## config.mk

```make
export PLATFORM = sky130hd
export DESIGN_NAME = uart_rx_ctrl
export DESIGN_NICKNAME = d
export VERILOG_FILES = /design/src/rtl/uart_rx_ctrl.sv
export SDC_FILE = /design/constraint.sdc
export NUM_CORES = 1
export LEC_CHECK = 0
export CAP_MARGIN = 20
export CORE_MARGIN = 2
export CORE_UTILIZATION = 40
export DETAILED_ROUTE_END_ITERATION = 7
export PLACE_DENSITY = 0.69
export RECOVER_POWER = 50
export SLEW_MARGIN = 20
export SYNTH_ARGS = -nofsm -noshare
export SYNTH_HDL_FRONTEND = slang
export SYNTH_SLANG_ARGS = --single-unit
```

## constraint.sdc

```tcl
create_clock -name clk_i -period 2.6 [get_ports clk_i]
set_input_delay 0.52 -clock clk_i [delete_from_list [all_inputs] [get_ports clk_i]]
set_output_delay 0.52 -clock clk_i [all_outputs]
set_load 0.1 [all_outputs]
```

## src/rtl/uart_rx_ctrl.sv

```systemverilog
// uart_rx_ctrl: 8N1 receive sequencer with mid-bit sampling and a one-entry valid/ready output register.
module uart_rx_ctrl #(
    parameter int DIV         = 434,
    parameter int SYNC_STAGES = 2
) (
    input  logic       clk_i,
    input  logic       rst_i,
    input  logic       rx_i,
    input  logic       enable_i,
    input  logic       ready_i,
    input  logic       clr_err_i,
    output logic [7:0] data_o,
    output logic       valid_o,
    output logic       busy_o,
    output logic       frame_err_o,
    output logic       overrun_o
);
    localparam int CW = $clog2(DIV);
    typedef enum logic [2:0] {IDLE, START, DATA, STOP, WAIT_IDLE} state_t;
    state_t state, state_nx;
    logic [SYNC_STAGES-1:0] sync;
    logic [SYNC_STAGES:0] arm;
    logic [CW-1:0] cnt;
    logic [2:0] idx;
    logic [7:0] shift;
    logic rs, rs_prev, fall, tick, in_frame, free, load, drop, bad_stop;

    assign rs = sync[SYNC_STAGES-1];
    // edges are ignored until the synchroniser holds real line samples, so a line held low through reset never starts a frame
    assign fall = arm[SYNC_STAGES] & rs_prev & ~rs;
    assign tick = cnt == '0;

    always_ff @(posedge clk_i or negedge rst_i) begin
        if (!rst_i) begin
            sync    <= '1;
            arm     <= '0;
            rs_prev <= 1'b1;
        end else begin
            sync    <= {sync[SYNC_STAGES-2:0], rx_i};
            arm     <= {arm[SYNC_STAGES-1:0], 1'b1};
            rs_prev <= rs;
        end
    end

    always_ff @(posedge clk_i or negedge rst_i) begin
        if (!rst_i) state <= IDLE;
        else        state <= state_nx;
    end

    always_comb begin
        state_nx = state;
        case (state)
            IDLE:      if (fall && enable_i) state_nx = START;
            START:     if (tick) state_nx = rs ? IDLE : DATA;
            DATA:      if (tick && idx == 3'd7) state_nx = STOP;
            STOP:      if (tick) state_nx = rs ? IDLE : WAIT_IDLE;
            WAIT_IDLE: if (rs) state_nx = IDLE;
            default:   state_nx = IDLE;
        endcase
    end

    always_comb begin
        in_frame = state == START || state == DATA || state == STOP;
        free     = ~valid_o | ready_i;
        load     = state == STOP && tick && rs && free;
        drop     = state == STOP && tick && rs && !free;
        bad_stop = state == STOP && tick && !rs;
        busy_o   = state != IDLE;
    end

    always_ff @(posedge clk_i or negedge rst_i) begin
        if (!rst_i) begin
            cnt         <= '0;
            idx         <= '0;
            shift       <= '0;
            data_o      <= '0;
            valid_o     <= 1'b0;
            frame_err_o <= 1'b0;
            overrun_o   <= 1'b0;
        end else begin
            cnt         <= (state == IDLE && fall && enable_i) ? CW'(DIV / 2 - 1) :
                           in_frame ? (tick ? CW'(DIV - 1) : cnt - 1'b1) : '0;
            idx         <= state == START ? 3'd0 : (state == DATA && tick) ? idx + 3'd1 : idx;
            shift       <= (state == DATA && tick) ? {rs, shift[7:1]} : shift;
            data_o      <= load ? shift : data_o;
            valid_o     <= load | (valid_o & ~ready_i);
            frame_err_o <= bad_stop | (frame_err_o & ~clr_err_i);
            overrun_o   <= drop | (overrun_o & ~clr_err_i);
        end
    end
endmodule

```

### Yosys cells after proc, flatten, opt, wreduce, memory -nomap -nowiden

Index checks and enable logic that the tools add are counted.

* input port bits: 6
* bits in registers: 40
* word-level logic and storage cells: 68

* $add $sub $neg: 2
* muxes and demuxes: 13
* eq/ne operators: 10
* reduce and logical (&&, ||, !) cells: 19
* bitwise operators: 13

Operators with widths (count)
* 9-bit two-way mux: 3
* 3-bit two-way mux: 8
* 3-bit one-hot mux with 5 select lines: 1
* 1-bit logical AND: 10
* 2-bit != test (second input constant): 5
* 9-bit zero test: 1
* 9-bit by 1-bit subtractor with 9-bit output (second input constant): 1
* 3-bit by 2-bit == test with 1-bit output (second input constant): 2
* 3-bit == test (second input constant): 2
* 1-bit AND: 5
* 5-bit AND reduction: 1
* 1-bit inverter: 4
* 1-bit OR: 4
* 3-bit by 1-bit adder with 3-bit output (second input constant): 1
* 3-bit by 1-bit == test with 1-bit output (second input constant): 1
* 3-bit zero test: 1
* 3-bit nonzero test: 1
* 1-bit zero test: 2
* 1-bit logical OR: 2
* 2-bit two-way mux: 1
* 2-bit nonzero test: 1

### Longest topological paths before layout

* word-level depth: 5
* depth in mapped cells: 7
* mapped depth without buffers: 6

### Worst setup path after synthesis

Ideal clock, no wire load.

* kind: reg2reg
* start point: register cnt[0]
* end point: register shift[0]
* slack: 542 ps
* clock period less this slack: 2058 ps
* data required time: 2475 ps
* arrival: 1933 ps
* cell stages (with the launch flop): 7
* cell sequence: dfrtp_1 inv_1 ha_1 or4b_4 nor4_4 buf_4 mux2_2

* longest elaborated chain between the ends: 2

RTL lines
* start, declared: line 23 `logic [CW-1:0] cnt;`
* start signal, assigned: line 81 `cnt <= (state == IDLE && fall && enable_i) ? CW'(DIV / 2 - 1) :`
* 9-bit zero test: line 31 `assign tick = cnt == '0;`
* 1-bit logical AND: line 84 `shift <= (state == DATA && tick) ? {rs, shift[7:1]} : shift;`
* end signal, assigned: line 84
* end, declared: line 25 `logic [7:0] shift;`

Every way passes these cells.
A chain may end at the register's enable or synchronous reset.

### Worst setup path in the final report

* start point: register cnt[0]
* end point: register shift[6]

Same word-level chain as after synthesis.

==> results.toml <==
[run_status]
status = "finished with violations"
failed_checks = "capacitance limit, slew limit"

[cts]
root_buffer = "clkbuf_8"
post_cts.repair.setup_buffers = 0
worstSkewPairLatency_ns = 0.29
cts-buffers-inserted = 5
h-tree-depth = 2
clkSlewWorstSetupHoldPaths_ns = 0.07
tritoncts = "done"
cts.sinks = 40
cts_buffer_depth = 2
cts_resized = 0
cts_hold_buf = 0

[sta]
fmax_mhz = 461
rsz0062_at_grt = "false"
min_period_ns = 2.17
hold_viol_final = 0
slew_violations = 41
fin_hold_ws_ns = 0.349
max_slew_margin_pct = -35.4
fin_crit_sh_pct = 83.4
tns_ns = 0
setup_ws_ns = 0.431
max_slew.worst_pin.slew_ns = 2.03
clock_skew_ns = 0.00720
setup_viol = 0

[worst_setup_path]
ff2ff_path_depth = 6
cp-start-kind = "flop"
path_cells = "inv_1 > ha_1 > or4b_4 > nor4_4 > buf_4 > mux2_2"
max_stage_delay_ns = 0.52
path_max_fanout = 11
worstPathArrival_ns = 2.33
crit_required_ns = 2.77
r2r-start = "cnt[0]"
endpoint_kind = "flop"
cp_slowest_cell = "or4b_4"
reg2reg_to = "shift[6]"
path_class = "flop to flop"
regToRegSetupSlack_ns = 0.43

[die]
fp.dieH_um = 69.6
core_area_um2 = 4060
start_util_pct = 42.4
dieArea_um2 = 4840
io_pins = 18
die_x_um = 69.6
std_cell_rows = 23

[hold_path]
hp-start = "arm[1]"
min_path_cells = 0
hold_end = "arm[2]"
hp-class = "flop to flop"

[global_route]
first_global_vias = 1098
antenna_found_initial = 0
grt_first_pass_wirelength_mm = 5.04
grt_start_max_net_pins = 41
overflow = 0
grt_util_all_layers_pct = 13.1

[power_and_ir_drop]
p_total_w = 0.00213
p_int_w = 0.00138
sw_frac_of_total_pct = 35.0
vdd_ir_drop_max_mv = 0.458
pwr-share-seq_pct = 39.7
p_switching_w = 0.000746
combinationalPowerShare_pct = 32.8
total_leakage_power_nw = 0.964
powerDensity_nw_per_um2 = 1050
clkPwrFrac_pct = 27.5

[route]
wl_per_cell_um = 13.3
routed-via-count = 1017
drtPass1Iterations = 4
wl_mm = 2.71
drt_iter0_markers = 51
vias_per_cell = 4.99
drtAntennaViolNets = 0
drc_errors = 0

[synth]
syn_inst = 133
synth_area_leaders = "dfrtp_1 (54%), mux2_2 (9.2%), dfstp_2 (4.6%), nor2_1 (3.1%), ha_1 (2.2%)"
synth_top_area_share_pct = 53.8
yosys.area.top_type = "dfrtp_1"
synth_fp_nets = 142
yosys_warnings = 0
synth_seq_cells = 40
ys_types = 43
yosysSeqAreaShare_pct = 58.4
netlist_area_um2 = 1720
synth.avg_cell_area_um2 = 12.9

[place]
gp_congestion = 0.830
port_buffers = 17
place_hpwl_mm = 1.96
place_ws_ns = 0.441

[final_layout]
syn_to_final_growth_pct = 17.9
layout.nets = 162
layout-drive-gt1-share_pct = 32.5
n_antenna_cell = 0

[job]
cap_violations = 1
-- flip-flops by register name (all words and copies together), names as in the netlist --
name and cells:
arm 3, cnt 9, data_o 8, frame_err_o 1, idx 3, overrun_o 1
rs_prev 1, shift 8, state 3, sync 2, valid_o 1
-- cell usage after synthesis (all sizes together) --
| cell type | count |
|---|---|
| dfrtp | 37 |
| mux2 | 16 |
| nor2 | 14 |
| inv | 6 |
| buf | 4 |
| o21ai | 4 |
| xnor2 | 4 |
| a21oi | 3 |
| dfstp | 3 |
| ha | 3 |
| nand2 | 3 |
| or2 | 3 |
| clkbuf | 2 |
| mux2i | 2 |
| nand3 | 2 |
| nor3 | 2 |
| nor3b | 2 |
| nor4 | 2 |
| or3 | 2 |
| a211oi | 1 |
| a21bo | 1 |
| a22oi | 1 |
| a311oi | 1 |
| a31oi | 1 |
| conb | 1 |
| nand2b | 1 |
| nand3b | 1 |
| nand4 | 1 |
| nand4b | 1 |
| o21bai | 1 |
| o22ai | 1 |
| o31a | 1 |
| o31ai | 1 |
| o41ai | 1 |
| or3b | 1 |
| or4 | 1 |
| or4b | 1 |
| xor2 | 1 |
-- worst max-delay path by stage --
| stage | to | slack, ns | startpoint | cells past startpoint |
|---|---|---|---|---|
| 3_5_place_dp | shift[6] | 0.44 | cnt[0] | 6 |
| 3_3_place_gp | shift[6] | 0.48 | cnt[0] | 6 |
| 2_1_floorplan | shift[0] | 0.54 | cnt[0] | 6 |
| 4_1_cts | shift[6] | 0.41 | cnt[0] | 6 |
| 5_1_grt | data_o[1] | 0.24 | rst_i | 1 |
| 6_report | shift[6] | 0.43 | cnt[0] | 6 |
-- stage by stage --
| step | util [%] | instances | cell area (µm²) |
|---|---|---|---|
| 2_1_floorplan | - | 133 | 1720 |
| 3_3_place_gp | 46.8 | 196 | 1900 |
| 3_5_place_dp | 46.8 | 196 | 1900 |
| 4_1_cts | 50.0 | 204 | 2030 |
| 5_1_grt | 50.0 | 204 | 2030 |
| 6_report | 50.0 | 204 | 2030 |
-- worst max-delay path, delay by kind of cell (launching register included) --
| kind | cells | cell delay, ns |
|---|---|---|
| and+or+nand+nor | 2 | 0.74 |
| buffers and inverters | 2 | 0.31 |
| muxes | 1 | 0.35 |
| adders and majority gates | 1 | 0.22 |
| DFF | 1 | 0.43 |
-- final cells by class --
cell class	count	area, µm²
well taps	50	62.6
repair buffers	19	149
fillers	354	2030
multi-input cells	81	658
clock inverters	2	60.1
inverters	6	22.5
clock buffers	6	72.6
flip-flops and latches	40	1000
-- layout by cell type, fill, tap and decap left out, types with 2 or more instances in the layout --
master / count
clkbuf_1: 2
mux2_2: 14
or3_1: 2
or2_2: 3
dfrtp_1: 37
ha_1: 3
mux2i_1: 2
bufinv_16: 2
nand2_1: 3
o21ai_0: 4
nor3b_1: 2
nor2_1: 14
clkbuf_8: 5
dfstp_2: 2
mux2_4: 2
xnor2_1: 4
clkdlybuf4s50_1: 3
a21oi_1: 3
inv_1: 6
buf_4: 14
nand3_1: 2
-- routing by layer --
metal  wire length, µm  track usage [%]  part of all wire, %  up-vias
met5                 0                0                    0        -
met4                49             5.23                  1.8        0
met3                90             4.22                  3.3        5
met2              1280             20.8                   47       15
met1              1290             16.7                   48      501
li1                  -                -                    -      496
-- power groups by stage --
stage / clock [W] / sequential (W) / combinational, W
after floorplan: 0 / 0.000862 / 0.000572
after global placement: 0 / 0.000849 / 0.000692
after detailed placement: 0 / 0.000856 / 0.000703
after CTS: 0.000607 / 0.000844 / 0.000706
after global routing: 0.000627 / 0.000866 / 0.000766
final: 0.000585 / 0.000845 / 0.000699
-- kinds of logic (layout without fill, tap and decap cells) --
group | Yosys count | count (layout) | synth area share (%)
adders and majority gates | 3 | 3 | 2.18
xor gates and xnor gates | 5 | 5 | 2.54
DFF | 40 | 40 | 58.4
and+or+nand+nor | 37 | 37 | 14.2
buffers and inverters | 12 | 33 | 3.42
AOI/OAI and AO/OA | 17 | 17 | 7.05
other | 1 | 1 | 0.218
muxes | 18 | 18 | 12.1
No activity file was read; power rests on OpenSTA's default activity.
